**src/rtl/bananachine_ctrl_pkg.sv**
```systemverilog
// Shared encodings for the Bananachine multicycle control path:
// FSM state codes, opcode/ext-opcode classes and branch condition codes.
package bananachine_ctrl_pkg;

  typedef enum logic [2:0] {
    S_FETCH  = 3'd0,
    S_DECODE = 3'd1,
    S_EXEC   = 3'd2,
    S_MEM_RD = 3'd3,
    S_MEM_WR = 3'd4,
    S_WB     = 3'd5
  } state_e;

  localparam logic [3:0] OP_RTYPE  = 4'b0000;
  localparam logic [3:0] OP_MEMBR  = 4'b0100;

  localparam logic [3:0] EXT_LOAD  = 4'b0000;
  localparam logic [3:0] EXT_STOR  = 4'b0100;
  localparam logic [3:0] EXT_BCOND = 4'b1100;

  localparam logic [3:0] CC_EQ = 4'b0000;
  localparam logic [3:0] CC_NE = 4'b0001;
  localparam logic [3:0] CC_CS = 4'b0010;
  localparam logic [3:0] CC_CC = 4'b0011;
  localparam logic [3:0] CC_MI = 4'b0100;
  localparam logic [3:0] CC_PL = 4'b0101;
  localparam logic [3:0] CC_AL = 4'b1110;

  // Bit positions inside the {N, C, Z} flag vector.
  localparam int FLAG_Z = 0;
  localparam int FLAG_C = 1;
  localparam int FLAG_N = 2;

endpackage

```
**src/rtl/branch_cond_eval.sv**
```systemverilog
// Combinational branch-condition evaluator: condition code plus {N, C, Z}
// flags to a taken/not-taken bit. Unlisted codes are never taken.
module branch_cond_eval
  import bananachine_ctrl_pkg::*;
(
  input  logic [3:0] cond,
  input  logic [2:0] flags,
  output logic       cond_true
);

  always_comb begin
    cond_true = 1'b0;
    case (cond)
      CC_EQ:   cond_true = flags[FLAG_Z];
      CC_NE:   cond_true = ~flags[FLAG_Z];
      CC_CS:   cond_true = flags[FLAG_C];
      CC_CC:   cond_true = ~flags[FLAG_C];
      CC_MI:   cond_true = flags[FLAG_N];
      CC_PL:   cond_true = ~flags[FLAG_N];
      CC_AL:   cond_true = 1'b1;
      default: cond_true = 1'b0;
    endcase
  end

endmodule

```
**src/rtl/multicycle_controller.sv**
```systemverilog
// Fetch/decode/execute sequencer for the Bananachine datapath.
// Optional retired-instruction counter: define MULTICYCLE_CTRL_RETIRE_CNT_EN.
module multicycle_controller
  import bananachine_ctrl_pkg::*;
#(
  parameter int WIDTH    = 16,
  parameter int OP_BITS  = 4,
  parameter int CNT_BITS = 32
) (
  input  logic             clk,
  input  logic             reset,
  input  logic [WIDTH-1:0] instr,
  input  logic             mem_ready,
  input  logic [2:0]       flags,
  output logic             ir_load,
  output logic             mem_req,
  output logic             mem_we,
  output logic             addr_sel,
  output logic             alu_src_imm,
  output logic             reg_we,
  output logic             wb_sel,
  output logic             pc_inc,
  output logic             pc_load,
  output logic [2:0]       state_o
`ifdef MULTICYCLE_CTRL_RETIRE_CNT_EN
  ,
  output logic [CNT_BITS-1:0] retired
`endif
);

  logic [2:0] state_q, state_d;

  logic [OP_BITS-1:0] op, ext;
  logic [3:0]         cond;
  logic               cond_true;
  logic               unused_b;

  assign op       = instr[WIDTH-1 -: OP_BITS];
  assign cond     = instr[WIDTH-OP_BITS-1 -: 4];
  assign ext      = instr[2*OP_BITS-1 -: OP_BITS];
  assign unused_b = ^instr[OP_BITS-1:0];

  branch_cond_eval u_cond (
    .cond      (cond),
    .flags     (flags),
    .cond_true (cond_true)
  );

  logic ir_load_c, mem_req_c, mem_we_c, addr_sel_c, alu_src_imm_c;
  logic reg_we_c, wb_sel_c, pc_inc_c, pc_load_c;

  always_comb begin
    state_d       = S_FETCH;
    ir_load_c     = 1'b0;
    mem_req_c     = 1'b0;
    mem_we_c      = 1'b0;
    addr_sel_c    = 1'b0;
    alu_src_imm_c = 1'b0;
    reg_we_c      = 1'b0;
    wb_sel_c      = 1'b0;
    pc_inc_c      = 1'b0;
    pc_load_c     = 1'b0;
    case (state_q)
      S_FETCH: begin
        mem_req_c = 1'b1;
        if (mem_ready) begin
          ir_load_c = 1'b1;
          state_d   = S_DECODE;
        end else begin
          state_d   = S_FETCH;
        end
      end
      S_DECODE: begin
        if (op == OP_MEMBR && ext == EXT_LOAD)      state_d = S_MEM_RD;
        else if (op == OP_MEMBR && ext == EXT_STOR) state_d = S_MEM_WR;
        else                                        state_d = S_EXEC;
      end
      S_EXEC: begin
        if (op == OP_RTYPE) begin
          reg_we_c = 1'b1;
          pc_inc_c = 1'b1;
        end else if (op == OP_MEMBR) begin
          if (ext == EXT_BCOND) begin
            pc_load_c = cond_true;
            pc_inc_c  = ~cond_true;
          end else begin
            pc_inc_c  = 1'b1;
          end
        end else begin
          reg_we_c      = 1'b1;
          alu_src_imm_c = 1'b1;
          pc_inc_c      = 1'b1;
        end
        state_d = S_FETCH;
      end
      S_MEM_RD: begin
        mem_req_c  = 1'b1;
        addr_sel_c = 1'b1;
        state_d    = mem_ready ? S_WB : S_MEM_RD;
      end
      S_WB: begin
        reg_we_c = 1'b1;
        wb_sel_c = 1'b1;
        pc_inc_c = 1'b1;
        state_d  = S_FETCH;
      end
      S_MEM_WR: begin
        mem_req_c  = 1'b1;
        mem_we_c   = 1'b1;
        addr_sel_c = 1'b1;
        if (mem_ready) begin
          pc_inc_c = 1'b1;
          state_d  = S_FETCH;
        end else begin
          state_d  = S_MEM_WR;
        end
      end
      default: state_d = S_FETCH;
    endcase
  end

  // Reset masks every strobe immediately so an abandoned transaction
  // cannot leak a write or PC update in the cycle reset is raised.
  assign ir_load     = ir_load_c & ~reset;
  assign mem_req     = mem_req_c & ~reset;
  assign mem_we      = mem_we_c & ~reset;
  assign addr_sel    = addr_sel_c & ~reset;
  assign alu_src_imm = alu_src_imm_c & ~reset;
  assign reg_we      = reg_we_c & ~reset;
  assign wb_sel      = wb_sel_c & ~reset;
  assign pc_inc      = pc_inc_c & ~reset;
  assign pc_load     = pc_load_c & ~reset;
  assign state_o     = reset ? 3'd0 : state_q;

  always_ff @(posedge clk) begin
    if (reset) state_q <= S_FETCH;
    else       state_q <= state_d;
  end

`ifdef MULTICYCLE_CTRL_RETIRE_CNT_EN
  logic [CNT_BITS-1:0] retired_q;

  always_ff @(posedge clk) begin
    if (reset)                   retired_q <= '0;
    else if (pc_inc || pc_load)  retired_q <= retired_q + CNT_BITS'(1);
  end

  assign retired = retired_q;
`else
  localparam int unused_cnt_bits = CNT_BITS;
`endif

endmodule
```
**config.mk**
```make
export PLATFORM = sky130hd
export DESIGN_NAME = multicycle_controller
export DESIGN_NICKNAME = d
export VERILOG_FILES = /design/src/rtl/bananachine_ctrl_pkg.sv /design/src/rtl/branch_cond_eval.sv /design/src/rtl/multicycle_controller.sv
export SDC_FILE = /design/constraint.sdc
export NUM_CORES = 1
export LEC_CHECK = 0
export ABC_AREA = 1
export BUFFER_PORTS_ARGS = -buffer_cell sky130_fd_sc_hd__buf_2
export CORE_AREA = 2 2 39 41
export DETAILED_ROUTE_END_ITERATION = 10
export DIE_AREA = 0 0 41 43
export GPL_TIMING_DRIVEN = 0
export PLACE_DENSITY = 0.66
export SYNTH_ARGS = -nofsm -noshare
export SYNTH_HDL_FRONTEND = slang
export SYNTH_SLANG_ARGS = --single-unit
```
**constraint.sdc**
```tcl
create_clock -name clk -period 1.48 [get_ports clk]
set_input_delay 0.074 -clock clk [delete_from_list [all_inputs] [get_ports clk]]
set_output_delay 0.074 -clock clk [all_outputs]
set_load 0.01 [all_outputs]
```
# --- Word-level counts from Yosys, hierarchy flattened ---
# Cells that the tools add are included.
classes:
  mul: 0
  addsub: 0
  reduce_logical: 8
  mux: 27
  eq_ne: 14
  bitwise_logic: 14
  order_cmp: 0
  shift: 0
  n_div: 0
ops:
  columns: ["cell", "n"]
  rows:
  - ["1-bit 2-to-1 mux", 18]
  - ["4-bit by 3-bit equality test with 1-bit output, second input constant", 4]
  - ["3-bit 2-to-1 mux", 5]
  - ["4-bit logical NOT", 3]
  - ["3-bit case mux with 4 select lines", 1]
  - ["1-bit bitwise AND", 9]
  - ["4-bit by 2-bit equality test with 1-bit output, second input constant", 2]
  - ["4-bit equality test, second input constant", 2]
  - ["1-bit case mux with 7 select lines", 1]
  - ["3-bit by 2-bit equality test with 1-bit output, second input constant", 2]
  - ["3-bit equality test, second input constant", 2]
  - ["1-bit inverter", 5]
  - ["4-bit by 1-bit equality test with 1-bit output, second input constant", 1]
  - ["3-bit by 1-bit equality test with 1-bit output, second input constant", 1]
  - ["3-bit logical NOT", 1]
  - ["1-bit case mux with 3 select lines", 1]
  - ["3-bit OR reduction", 1]
  - ["1-bit logical AND", 2]
  - ["1-bit case mux with 2 select lines", 1]
  - ["2-bit OR reduction", 1]
word_totals:
  latch_bits: 0
  ff_bits: 3
  wordCells: 64
  mem_bits_rw: 0
  output_inout_bits: 12
  mem_bits_ro: 0
  n_memories: 0
  input_bits: 22

# --- Logic depth before layout (Yosys ltp) ---
depth:
  word_depth: 8
  ltp_mapped: 8
  depth_no_buf: 8

# --- Hierarchy ---
# Synthesis repeated with hierarchy kept, for this count alone.
unflattened:
  hier_cells: 91
  hier_area_um2: 464.2
by_module_without_submodules:
  columns: ["mod", "n_inst", "area_per_inst_um2", "seq_area_each_um2", "cells_each"]
  rows:
  - ["multicycle_controller", 1, 352.8, 60.1, 65]
  - ["branch_cond_eval", 1, 111.4, 0.0, 26]

# --- Worst setup path after synthesis ---
# No wires, ideal clock.
synth_path:
  kind: "reg2out"
  from: "reg state_q[1]"
  to: "out alu_src_imm"
  arrival_time_ns: 1.029
  slack_ns: 0.377
  required_ns: 1.406
  path_stages_with_launch: 5
  path_buffers: 0
  cell_sequence: "dfxtp_1 inv_1 nor2_1 nand3_1 a31oi_1"
synth_via:
  elab_chain_cells: 3
synth_lines:
  columns: ["item", "line", "source"]
  rows:
  - ["start, declared", "multicycle_controller.sv:31", "logic [2:0] state_q, state_d;"]
  - ["start signal, assigned", "multicycle_controller.sv:137", "else state_q <= state_d;"]
  - ["3-bit by 2-bit equality test with 1-bit output", "multicycle_controller.sv:63", "case (state_q)"]
  - ["1-bit 2-to-1 mux", "multicycle_controller.sv:63", null]
  - ["1-bit bitwise AND", "multicycle_controller.sv:128", "assign alu_src_imm = alu_src_imm_c & ~reset;"]
  - ["end, declared", "multicycle_controller.sv:19", "output logic alu_src_imm,"]
# Every way passes these cells.

# --- Worst setup path after layout ---
layout_path:
  from: "reg state_q[1]"
  to: "out addr_sel"
layout_via:
  elab_chain_cells: 4
  word_cells_on_any_way: 5
  classes_between: "eq/ne: 2; mux: 1; bitwise: 1; reduce/logical: 1"
layout_lines:
  columns: ["item", "line", "source"]
  rows:
  - ["3-bit equality test / 3-bit by 2-bit equality test with 1-bit output (equally long branches)", "multicycle_controller.sv:63", null]
  - ["2-bit OR reduction (no source line) *", null, null]
  - ["1-bit 2-to-1 mux *", "multicycle_controller.sv:63", null]
  - ["1-bit bitwise AND *", "multicycle_controller.sv:127", "assign addr_sel = addr_sel_c & ~reset;"]
  - ["end, declared", "multicycle_controller.sv:18", "output logic addr_sel,"]
# Mark *: on every way between the ends. The rest lies on a longest branch, timed or not.

==> summary.txt <==
Outcome
  • Status: complete, no violations

Floorplan
  • Row Count: 14
  • Initial Util: ~28%
  • CORE AREA: between 0.001 and 0.0015 mm²
  • Die X: about 41 µm
  • Die Area: roughly 0.0018 mm²
  • Top Ports: 34
  • Die height: approximately 43 µm

Finish
  • # nets final: around 130
  • Regs by FF count: state_q: 3 flops
  • Layout cells sized above 1: between 30% and 40%
  • Area of the multi-input gates: around 250 µm²
  • Ant diodes: 0
  • Area Overhead vs Synth: 47.91%
  • Fin cells: 125
  • Max reg flops: 3
  • Largest Register: state_q
  • Fill cells: roughly 160
  • Register area: between 60 and 70 µm²

Yosys
  • Yosys cell types: 16
  • Synth async-reset ratio: 0%
  • Sequential element share of the synthesized area: ~15%
  • Total of flip-flops plus latches after synthesis: 3
  • Synth Flop Type: dfxtp_1
  • Mapped Area: 389.1 µm²
  • Ys Warns: 0
  • EDFF count, synth: 0
  • Synth area leader: nand2_1
  • Syn Area/Cell: around 5.1 µm²
  • Count leader, synth: nand2_1
  • Cells after Synth: 77
  • Post-synth top area share: 19.29%
  • Synth top area cells: nand2_1 (19%), dfxtp_1 (15%), inv_1 (14%), nor2_1 (13%), nand3_1 (10%)
  • Syn Nets: 99
  • Top cells by instance count after synthesis: nand2_1 (20), inv_1 (15), nor2_1 (13), nand3_1 (8)

Setup path
  • Setup crit start kind: flip-flop
  • CP Class: reg2out
  • Crit-path cells: inv_1 > nor3_2 > inv_1 > a21oi_1 > buf_2
  • Crit path DAT: around 1.3 ns
  • Critical Path Slowest Stage Cell: dfxtp_1
  • Worst Setup End Kind: primary output
  • WP data required: 1.41 ns
  • Crit-path most repeated cell: inv_1
  • Max incr delay on CP: around 0.36 ns
  • Max FO, Critical Path: 4

Clock tree
  • Clock Pin Slew Worst Setup and Hold Paths: around 0.040 ns
  • Inserted Clock Buffers: 3
  • Htree depth: 1
  • CTS sink count: 3
  • Root Driver: clkbuf_4
  • CTS tree: done
  • Cts repair resizes: 0
  • Post CTS Setup Buffer Count: 0
  • CTS Buffer Depth: 2
  • Hold_buf cts: 0
  • Clock latency on the worst-skew pair: around 0.23 ns

Route
  • # DRC: 0
  • Routed wire length: roughly 1000 µm
  • Routed Antenna Nets: 0
  • Via density: about 4.4
  • Via count: between 500 and 600
  • Routed WL per cell: roughly 8 µm
  • Router iterations before antenna repair: 4
  • DRT iter0 DRCs: 5

Timing
  • Fin Clk Skew: approximately 0.0017 ns
  • Final Hold Vio Count: 0
  • FMAX: 740.3 MHz
  • Final Max Tran Viols: 0
  • Setup TNS: 0 ns
  • Worst rel slew slack: about 74%
  • Tmin final: 1.351 ns
  • Setup-failing EPs final: 0
  • Unrepaired setup endpoints after global routing: false
  • Worst Tran Pin Value: around 0.38 ns
  • Tcrit/Tclk final: 91.27%

Global route
  • Number of global-route vias before repair: 460
  • First-pass GRT wire length: between 1500 and 2000 µm
  • Largest net degree at the start of global routing: 11
  • Initial antenna violation count: 0
  • Overall routing resource usage: 12.83%
  • Grt total ovfl: 0

Place
  • GPL Wtd Cong: about 0.76
  • Placed cells: 121
  • Input/output buffers: 28
  • HPWL after detailed placement: ~860 µm

Flow run
  • Max_cap viols: 0

Power
  • Worst VDD drop: 0.3729 mV
  • Static Leak: approximately 0.36 nW
  • Power, Total: ~0.00034 W
  • Pwr per Cell Area: around 590 mW/mm²

Worst hold path
  • Worst Hold Class: in2reg
==> per-layer routing <==
layer,global-route usage [%],up-vias,wire length [µm]
li1,-,307,-
met1,14.38,229,415
met2,22.19,15,513
met3,1.571,2,53
met4,6.000,0,14
met5,0,-,0
==> logic make-up after synthesis <==
| kind of cell | after synthesis | share of synthesized area [%] |
|---|---|---|
| AND/OR/NAND/NOR | 47 | 52.09 |
| buffers and inverters | 18 | 19.29 |
| flip-flops | 3 | 15.43 |
| AO/OA/AOI/OAI | 9 | 13.18 |
==> layout make-up <==
cell class,instances,share of cell area [%]
Sequential cell,3,10.43
Multi-Input combinational cell,56,44.13
Inverter,17,11.09
Timing Repair Buffer,28,24.35
Buffer,1,1.957
Tap cell,16,3.478
Clock buffer,4,4.565
==> final timing paths <==
path,from,to,slack (ns),cells past startpoint
worst min register to register,state_q[0],state_q[0],0.63,3
worst min-delay path,reset,state_q[0],0.04,2
worst max register to register,state_q[2],state_q[2],0.40,3
worst max-delay path,state_q[1],addr_sel,0.13,5
==> power breakdown <==
group          total (W)  switching [W]  internal [W]  leakage (nW)
Sequential     0.0000898     0.00000389     0.0000860        0.0246
Clock           0.000143      0.0000422      0.000101        0.0150
Combinational   0.000106      0.0000598     0.0000459         0.321
Total           0.000339       0.000106      0.000233         0.361
==> stage by stage <==
step                hold WS [ns]  utilization (%)  cell area, µm²  setup slack (ns)
global placement          0.2833            39.69           549.3            0.3825
detailed placement        0.2842            39.69           549.3            0.3676
global route             0.06272            41.59           575.6           0.01842
finish                   0.04314            41.59           575.6            0.1292
CTS                      0.04483            41.59           575.6            0.1326
floorplan                 0.2388                -           389.1            0.3772
==> layout by cell type (no fill, tap or decap), types with 3 or more instances in the layout <==
master | Yosys | final
buf_2 | 0 | 28
a31oi_1 | 3 | 3
nor2_1 | 13 | 13
inv_1 | 15 | 15
clkbuf_4 | 0 | 3
nand2_1 | 20 | 20
dfxtp_1 | 3 | 3
nand3_1 | 8 | 8
==> critical path: cells and delay by family, from the launching register on <==
kind / cells / cell delay [ns]
compound gates: 1 / 0.12
flops: 1 / 0.36
simple gates: 1 / 0.26
buf+inv: 3 / 0.32
(Power assumes the default switching activity.)
